**src/rtl/dec3t8_grant.sv**
```systemverilog
// dec3t8_grant: registered 3-to-8 grant decoder.
// Accepts an encoded request {code_i, idle_i} over a valid/ready handshake,
// drives the matching one-hot grant line on O and holds it until done_i or
// until the hold timer expires. Then a single all-zero RELEASE cycle follows.
//
// Handshake: a request transfers on a rising edge where valid_i && ready_o.
// ready_o is a pure function of the state register (high only in IDLE), so
// it never depends on valid_i combinationally. Upstream must keep code_i,
// idle_i and valid_i stable while ready_o is low.
module dec3t8_grant #(
    parameter int HOLD_MAX = 15,
    parameter int CNT_W    = 4
) (
    input  logic       clk,
    input  logic       rst,
    input  logic [2:0] code_i,
    input  logic       idle_i,
    input  logic       valid_i,
    output logic       ready_o,
    input  logic       done_i,
    output logic [7:0] O,
    output logic       busy_o,
    output logic       timeout_o
);

    typedef enum logic [1:0] {
        ST_IDLE    = 2'd0,
        ST_GRANT   = 2'd1,
        ST_RELEASE = 2'd2
    } state_t;

    // Last legal GRANT count value; reaching it without done_i forces release.
    localparam logic [CNT_W-1:0] CNT_LAST = CNT_W'(HOLD_MAX - 1);

    state_t           state_q, state_d;
    logic [7:0]       o_q, o_d;
    logic [CNT_W-1:0] cnt_q, cnt_d;
    logic             timeout_q, timeout_d;

    logic accept;
    logic expire;

    // A transfer happens only in IDLE; expiry is judged on the current count.
    always_comb begin
        accept = valid_i && (state_q == ST_IDLE);
        expire = (cnt_q == CNT_LAST);
    end

    // State register plus registered outputs; reset drops the grant at once.
    always_ff @(posedge clk or posedge rst) begin
        if (rst) begin
            state_q   <= ST_IDLE;
            o_q       <= 8'h00;
            cnt_q     <= '0;
            timeout_q <= 1'b0;
        end else begin
            state_q   <= state_d;
            o_q       <= o_d;
            cnt_q     <= cnt_d;
            timeout_q <= timeout_d;
        end
    end

    // Next-state logic; unused encodings fall back to IDLE.
    always_comb begin
        state_d = ST_IDLE;
        case (state_q)
            ST_IDLE: begin
                if (accept && !idle_i) state_d = ST_GRANT;
                else                   state_d = ST_IDLE;
            end
            ST_GRANT: begin
                if (done_i || expire) state_d = ST_RELEASE;
                else                  state_d = ST_GRANT;
            end
            ST_RELEASE: state_d = ST_IDLE;
            default:    state_d = ST_IDLE;
        endcase
    end

    // Datapath: grant vector, saturating hold counter and timeout pulse.
    always_comb begin
        o_d       = 8'h00;
        cnt_d     = cnt_q;
        timeout_d = 1'b0;
        case (state_q)
            ST_IDLE: begin
                // Every accept clears the counter; an idle request is simply dropped.
                if (accept) begin
                    cnt_d = '0;
                    if (!idle_i) o_d = 8'b0000_0001 << code_i;
                end
            end
            ST_GRANT: begin
                o_d   = o_q;
                cnt_d = expire ? cnt_q : cnt_q + 1'b1;
                if (done_i || expire) begin
                    // Grant drops on entry to RELEASE; done_i beats expiry.
                    o_d       = 8'h00;
                    timeout_d = !done_i;
                end
            end
            ST_RELEASE: begin
                o_d = 8'h00;
            end
            default: begin
                o_d   = 8'h00;
                cnt_d = '0;
            end
        endcase
    end

    // Status outputs decoded from the state register only.
    always_comb begin
        ready_o   = (state_q == ST_IDLE);
        busy_o    = (state_q == ST_GRANT) || (state_q == ST_RELEASE);
        O         = o_q;
        timeout_o = timeout_q;
    end

    // The grant vector is at most one-hot, and non-zero only while granting.
    a_onehot : assert property (@(posedge clk) disable iff (rst) $onehot0(o_q));
    a_zero_outside_grant : assert property (
        @(posedge clk) disable iff (rst) (state_q != ST_GRANT) |-> (o_q == 8'h00));

endmodule

```
**config.mk**
```make
export PLATFORM = sky130hd
export DESIGN_NAME = dec3t8_grant
export DESIGN_NICKNAME = d
export VERILOG_FILES = /design/src/rtl/dec3t8_grant.sv
export SDC_FILE = /design/constraint.sdc
export NUM_CORES = 1
export LEC_CHECK = 0
export BUFFER_PORTS_ARGS = -buffer_cell sky130_fd_sc_hd__buf_2
export CORE_MARGIN = 2
export CORE_UTILIZATION = 55
export DETAILED_ROUTE_END_ITERATION = 8
export PLACE_DENSITY_LB_ADDON = 0.3
export SLEW_MARGIN = 20
export SYNTH_ARGS = -nofsm -noshare
export SYNTH_HDL_FRONTEND = slang
export SYNTH_SLANG_ARGS = --single-unit
```
**constraint.sdc**
```tcl
create_clock -name clk -period 2.95 [get_ports clk]
set_clock_uncertainty 0.2 [all_clocks]
set_input_delay 0 -clock clk [delete_from_list [all_inputs] [get_ports clk]]
set_output_delay 0 -clock clk [all_outputs]
set_load 0.02 [all_outputs]
```
==> flow_summary.ini, run 1 <==
[run]
cap_violations = 0

[final_layout]
nNetsFinal = 114
final_common_cell = buf_2
area_growth_pct = 23.8
final_cells = 115
layout_common_cells = buf_2, dfrtp_1, nor2_1
antenna_cells_inserted = 0
drive_above_1_share = 0.320

[worst_hold_path]
whs_endpoint = O[7]
holdPathStages = 4
worstHoldStart = code_i[2]
hp-class = input pin to flip-flop

[clock_network]
htreeDepth = 1
clk_pin_slew_worst_paths_ns = 0.09
cts_tree = built
cts_post_setup_buffers_inserted = 0
clk_path_buf_depth = 2
cts_resized = 0
clockRootBuffer = clkbuf_4
clk_latency_ns = 0.28
clock-sinks = 15
hold_buffers = 7
cts_buffers = 3

[grt]
antenna_found_initial = 0
grt_pass1_vias = 570
grt_overflow = 0
grt.total_usage = 0.207
grt_pass1_wl_mm = 2.66
grt_max_degree = 16

[critical_path]
path_class = flip-flop to flip-flop
reg2reg_to = O[4]
worstPathRequired_ns = 2.92
crit_path_end_kind = flip-flop
path_buf_inv = 1
slowest_delay_ns = 0.54
rrSetupSlack_ns = 0.78
crit_family = simple AND/OR/NAND/NOR gates
crit_arrival_ns = 2.14
critPathLaunchType = flip-flop
rr_worst_depth = 5
cp_max_fo = 9
worstReg2RegStart = cnt_q[0]
path_cells = inv_1 -> ha_1 -> and3_4 -> or3_1 -> mux2_4
critPathSlowestCell = or3_1

[timing]
fin_hold_ws_ns = 0.0771
worst_slack_ns = 0.779
rsz0062_at_grt = false
worst_pin_slew_ns = 0.553
slew_headroom = 0.631
finalCritPeriodShare = 0.736
max_freq_ghz = 0.461
hold_viol = 0
slew_violations = 0
fin_crit_ns = 2.17
setup_viol = 0
fin_setup_tns_ns = 0

[die]
die_area_sq_um = 1810
die_w_um = 42.5
rows = 13
ioPinCount = 19
die_y_um = 42.5
core_sq_um = 1350
floorplan.initialDensity = 0.604

[synth]
yosys.area.top_type = dfrtp_1
yosys_most_used_dff = dfrtp_1
ys_types = 24
synth-edff-count = 0
synth-async-reset-ratio = 1.00
syn_nets = 85
yosys_warnings = 0
synthTopCellsByArea = dfrtp_1, mux2_4, ha_1
avgSynthCellArea_sq_um = 11.3
synth_top_area_frac = 0.460
postSynthCellCount = 72
synth-seq-cells = 15
synth_area_sq_um = 816
synth-seq-area-share = 0.460

[run_status]
status = completed

[routing]
ant_nets = 0
avgRoutedWirePerCell_um = 14.3
drtIter0Drc = 11
drt-total-wl_mm = 1.64
via_per_inst = 5.52
via_count = 635
drcViolationCount = 0
dr.pass1.iters = 4

[placement]
dpl.hpwl_mm = 1.14
dp_slack_ns = 0.814
post-place-cells = 104
gp_congestion = 0.765
portBuffers = 18

[pwr]
powerDensity_nw_per_um2 = 440
peakVddDrop_v = 0.000293
p_leak_nw = 0.523
[worst max path at each step]
stage	start	slack (ns)	cells past startpoint	endpoint
after floorplan	cnt_q[0]	1.04	6	O[0]
after global placement	cnt_q[0]	0.87	5	O[3]
after detailed placement	cnt_q[0]	0.81	5	O[4]
after CTS	cnt_q[0]	0.79	5	O[4]
after global routing	cnt_q[0]	0.72	5	O[4]
final	cnt_q[0]	0.78	5	O[4]
[power breakdown]
group          internal [mW]  switching [mW]
clock                 0.0525          0.0664
sequential             0.216          0.0110
combinational         0.0406          0.0574
total                  0.309           0.135
[registers in the layout (all words and copies together), names as in the netlist]
register   flops
cnt_q          4
timeout_o      1
state_q        2
O              8
[kinds of logic (layout without fill, tap and decap cells)]
group | Yosys count | in the layout | share of synthesized area
compound gates | 9 | 9 | 0.0828
fa+ha+maj | 5 | 5 | 0.0767
flops | 15 | 15 | 0.460
simple gates | 29 | 29 | 0.196
buf+inv | 6 | 34 | 0.0368
mux | 8 | 8 | 0.147
[Yosys cell counts (2+ instances only)]
| cell type | instances |
|---|---|
| nor3b_1 | 2 |
| o311ai_0 | 2 |
| o21ai_0 | 3 |
| nand2_1 | 3 |
| or3_1 | 2 |
| nand3_1 | 3 |
| ha_1 | 5 |
| inv_1 | 4 |
| nor2_1 | 9 |
| mux2_4 | 8 |
| nor3_1 | 3 |
| dfrtp_1 | 15 |
| nand2b_1 | 2 |
[metal layers]
layer	vias to the layer above	global-route usage	routed length [um]
met5	-	0	0
met4	0	0.0750	18
met3	3	0.0388	81
met2	22	0.326	790
met1	297	0.282	753
li1	313	-	-
[worst register-to-register path, cell delays in order (launching register included)]
cell and delay (ns):
dfrtp_1 0.44, inv_1 0.07, ha_1 0.22, and3_4 0.21
or3_1 0.54, mux2_4 0.38
[stage by stage]
step | instance area [sq um] | utilization | power, mW
finish | 1010 | 0.748 | 0.444
global route | 1010 | 0.748 | 0.467
CTS | 1010 | 0.748 | 0.441
detailed placement | 913 | 0.677 | 0.321
global placement | 913 | 0.677 | 0.315
floorplan | 816 | - | 0.295
[area by class of cell]
type | count | area (sq um)
clock buffer | 4 | 26.3
fill | 101 | 340
timing repair buffer | 25 | 160
multi-input combinational | 51 | 410
inverter | 5 | 18.8
sequential | 15 | 375
tap | 15 | 18.8
(Power assumes the default switching activity.)
==> run 2: changes to the inputs <==
--- a/config.mk
+++ b/config.mk
@@ -7,7 +7,7 @@
 export LEC_CHECK = 0
 export BUFFER_PORTS_ARGS = -buffer_cell sky130_fd_sc_hd__buf_2
 export CORE_MARGIN = 2
-export CORE_UTILIZATION = 55
+export CORE_UTILIZATION = 51
 export DETAILED_ROUTE_END_ITERATION = 8
 export PLACE_DENSITY_LB_ADDON = 0.3
 export SLEW_MARGIN = 20
==> constraint.sdc (replaced) <==
create_clock -name clk -period 2.1 [get_ports clk]
set_clock_uncertainty 0.2 [all_clocks]
set_input_delay 0 -clock clk [delete_from_list [all_inputs] [get_ports clk]]
set_output_delay 0 -clock clk [all_outputs]
set_load 0.02 [all_outputs]
==> flow_summary.ini, run 2 (same netlist as run 1, synthesis figures left out) <==
[timing]
rsz0062_at_grt = false
finalCritPeriodShare = 0.967
hold_viol = 0
fin_hold_ws_ns = 0.0923
slew_violations = 0
slew_headroom = 0.625
worst_pin_slew_ns = 0.562
fin_crit_ns = 2.03
setup_viol = 0
max_freq_ghz = 0.492
fin_setup_tns_ns = 0

[pwr]
combPwrFrac = 0.249
p_sw_uw = 178
powerDensity_nw_per_um2 = 596
peakVddDrop_v = 0.000522
swShare = 0.286
p_leak_nw = 0.536
internal_power_uw = 445
clockPowerShare = 0.246
p_seq_frac = 0.505

[critical_path]
path_class = flip-flop to flip-flop
cp_max_fo = 5
worstPathRequired_ns = 2.12
crit_path_end_kind = flip-flop
rrSetupSlack_ns = 0.07
critPathLaunchType = flip-flop
crit_arrival_ns = 2.05

[clock_network]
cts_buffers = 3
clockRootBuffer = clkbuf_4
clk_pin_slew_worst_paths_ns = 0.08
clock-sinks = 15
clk_path_buf_depth = 2
htreeDepth = 1
clk_latency_ns = 0.27
cts_tree = built
cts_post_setup_buffers_inserted = 0

[final_layout]
fill_cells = 130
final_cells = 118
final_common_cell = buf_2
largest_register_ffs = 8
nNetsFinal = 116
drive_above_1_share = 0.363
area_growth_pct = 28.2
layout_common_cells = buf_2, dfrtp_1, nor2_1
antenna_cells_inserted = 0

[die]
die_area_sq_um = 1940
core_sq_um = 1510
die_y_um = 44.0
ioPinCount = 19
rows = 14
floorplan.initialDensity = 0.542
die_w_um = 44.0

[routing]
drtIter0Drc = 15
via_per_inst = 5.43
dr.pass1.iters = 4
via_count = 641
ant_nets = 0
avgRoutedWirePerCell_um = 13.3
drcViolationCount = 0
drt-total-wl_mm = 1.57

[grt]
grt_pass1_vias = 593
grt.total_usage = 0.190
grt_pass1_wl_mm = 2.62
grt_overflow = 0
antenna_found_initial = 0
grt_max_degree = 16

[placement]
post-place-cells = 106
portBuffers = 18
gp_congestion = 0.768

[run]
cap_violations = 0

[worst_hold_path]
hp-class = input pin to flip-flop

[run_status]
status = completed
## run 2: changes by cell type in the layout (fill, tap and decap cells not counted), sizes merged
cell / before / now
buf: 18 / 19
dlygate4sd3: 7 / 8
## run 2: final cells by class
type | count | area (sq um) | share of cell area
well taps | 16 | 20.0 | 0.0191
repair buffers | 27 | 178 | 0.170
inverters | 5 | 18.8 | 0.0179
flip-flops and latches | 15 | 375 | 0.359
clock buffers | 4 | 26.3 | 0.0251
multi-input cells | 51 | 428 | 0.409
## run 2: final timing paths
check,start,to,cells after the start
min in group asynchronous,rst,cnt_q[0],3
min,code_i[2],O[5],4
max reg2reg,state_q[0],O[4],6
min reg2reg,O[0],O[0],1
max,state_q[0],O[4],6
max in group asynchronous,rst,O[0],3
## run 2: worst max-delay path: stages (launching register included)
cell and delay, ns:
dfrtp_1 0.40, inv_2 0.09, ha_4 0.16, nand4b_1 0.17, nor3_1 0.22, dlygate4sd3_1 0.59
mux2_4 0.14
## run 2: repair_timing
| item | CTS | global route |
|---|---|---|
| setup endpoints to repair | 8 | 1 |
| hold buffers | 8 | 0 |
| endpoints found under the hold margin | 27 | 0 |
| resized for setup | 1 | 4 |
| pin swaps | 0 | 2 |
## run 2: per-stage QoR
step	instance area, sq um	setup slack [ns]	utilization	total power, mW
after CTS	1030	0.0501	0.686	0.623
after floorplan	816	0.189	-	0.414
final	1050	0.0689	0.694	0.623
after global routing	1050	0.0227	0.694	0.664
after detailed placement	922	-0.000989	0.612	0.454
after global placement	922	0.0637	0.612	0.450
## run 2: routing by layer
metal | global-route usage | vias up | wire length [um]
li1 | - | 319 | -
met1 | 0.232 | 306 | 715
met2 | 0.309 | 14 | 764
met3 | 0.0792 | 2 | 81
met4 | 0.0485 | 0 | 11
met5 | 0 | - | 0
## run 2: power groups by stage
| stage | Combinational (mW) | Clock (mW) | Sequential [mW] |
|---|---|---|---|
| after floorplan | 0.0898 | 0 | 0.324 |
| after global routing | 0.170 | 0.176 | 0.318 |
| after CTS | 0.148 | 0.161 | 0.314 |
| after global placement | 0.132 | 0 | 0.318 |
| after detailed placement | 0.134 | 0 | 0.320 |
| final | 0.155 | 0.153 | 0.315 |
==> run 3: changes to the inputs <==
--- a/config.mk
+++ b/config.mk
@@ -9,7 +9,9 @@
 export CORE_MARGIN = 2
 export CORE_UTILIZATION = 51
 export DETAILED_ROUTE_END_ITERATION = 8
+export GPL_ROUTABILITY_DRIVEN = 0
 export PLACE_DENSITY_LB_ADDON = 0.3
+export RECOVER_POWER = 50
 export SLEW_MARGIN = 20
 export SYNTH_ARGS = -nofsm -noshare
 export SYNTH_HDL_FRONTEND = slang
==> flow_summary.ini, run 3 (same netlist as run 1, synthesis figures left out) <==
[die]
die_y_um = 44.0
rows = 14
die_area_sq_um = 1940
core_sq_um = 1510
floorplan.initialDensity = 0.542
die_w_um = 44.0
ioPinCount = 19

[routing]
drtIter0Drc = 15
dr.pass1.iters = 4
drcViolationCount = 0
wl_met3_um = 82
highest_layer = met4
via_count = 640
ant_nets = 0
via_per_inst = 5.42
drt-total-wl_mm = 1.58
avgRoutedWirePerCell_um = 13.4
wl_met2_um = 764
wl_met1_um = 718

[clock_network]
clockRootBuffer = clkbuf_4
clk_path_buf_depth = 2
clk_latency_ns = 0.28
cts_tree = built
clock-sinks = 15
clk_pin_slew_worst_paths_ns = 0.08
cts_buffers = 3
htreeDepth = 1

[critical_path]
path_class = flip-flop to flip-flop
crit_arrival_ns = 2.05
critPathLaunchType = flip-flop
critPathSlowestCell = dlygate4sd3_1
worstPathRequired_ns = 2.12
crit_family = buffers and inverters
slowest_delay_ns = 0.59
path_cells = inv_2 -> ha_4 -> nand4b_1 -> nor3_1 -> dlygate4sd3_1 -> mux2_4
path_buf_inv = 2
crit_path_end_kind = flip-flop
cp_max_fo = 5

[final_layout]
layout_common_cells = dfrtp_1, buf_2, nor2_1
multi_input_area_sq_um = 428
antenna_cells_inserted = 0
final_common_cell = dfrtp_1
largest_register_ffs = 8
nNetsFinal = 116
ff_latch_area_sq_um = 375
drive_above_1_share = 0.314
area_growth_pct = 27.5
fill_cells = 133

[pwr]
powerDensity_nw_per_um2 = 599
combPwrFrac = 0.249
swShare = 0.286
p_leak_nw = 0.515
p_sw_uw = 178
clockPowerShare = 0.246
p_seq_frac = 0.505
peakVddDrop_v = 0.000522
internal_power_uw = 445

[timing]
slew_headroom = 0.625
worst_slack_ns = 0.0689
fin_crit_ns = 2.03
worst_pin_slew_ns = 0.561
fin_setup_tns_ns = 0
finalCritPeriodShare = 0.967
slew_violations = 0
max_freq_ghz = 0.492
rsz0062_at_grt = false
hold_viol = 0
setup_viol = 0
fin_hold_ws_ns = 0.0921

[grt]
grt.total_usage = 0.190
grt_overflow = 0
antenna_found_initial = 0
grt_max_degree = 16
grt_pass1_wl_mm = 2.62
grt_pass1_vias = 593

[run_status]
status = completed

[worst_hold_path]
hp-class = input pin to flip-flop

[run]
cap_violations = 0

[placement]
portBuffers = 18
dp_slack_ns = -0.000989
-- run 3: cell count changes in the layout (fill, tap and decap cells not counted), sizes merged --
| cell | before | now |
|---|---|---|
| clkbuf | 4 | 9 |
| buf | 19 | 14 |
-- run 3: area by class of cell --
class | count | area share
clock buffer | 4 | 0.0253
inverter | 5 | 0.0181
multi-input combinational | 51 | 0.412
sequential | 15 | 0.361
tap | 16 | 0.0193
timing repair buffer | 27 | 0.165
-- run 3: final timing paths --
check / start / to / slack (ns) / cells past startpoint
max: state_q[0] / O[4] / 0.07 / 6
min: code_i[2] / O[5] / 0.09 / 4
max reg2reg: state_q[0] / O[4] / 0.07 / 6
min reg2reg: O[0] / O[0] / 0.31 / 1
max in group asynchronous: rst / O[0] / 1.22 / 3
min in group asynchronous: rst / cnt_q[0] / 0.11 / 3
-- run 3: worst register-to-register path: stages (launching register included) --
cell and delay (ns):
dfrtp_1 0.40, inv_2 0.09, ha_4 0.16, nand4b_1 0.17, nor3_1 0.22, dlygate4sd3_1 0.59
mux2_4 0.14
-- run 3: through the flow --
step,area [sq um],cells,util,power (mW)
after floorplan,816,72,-,0.414
after global placement,922,106,0.612,0.450
after detailed placement,922,106,0.612,0.454
after CTS,1030,118,0.686,0.623
after global routing,1040,118,0.690,0.664
final,1040,118,0.690,0.623
-- run 3: power by group through the flow --
stage                     combinational, mW  clock, mW  sequential, mW
final                                 0.155      0.153           0.315
after global routing                  0.169      0.176           0.318
after CTS                             0.148      0.161           0.314
after detailed placement              0.134          0           0.320
after global placement                0.132          0           0.318
after floorplan                      0.0898          0           0.324
-- run 3: repair_timing --
item | in CTS | in global routing
hold buffers | 8 | 0
cloned | 0 | 0
buffers inserted | 0 | 0
resized for setup | 1 | 4
endpoints found under the hold margin | 27 | 0
pin swaps | 0 | 2
endpoints found under the setup margin | 8 | 1
-- run 3: layer usage --
metal / global-route usage / vias to the layer above
met3: 0.0792 / 2
met5: 0 / -
met4: 0.0485 / 0
li1: - / 319
met1: 0.232 / 305
met2: 0.309 / 14
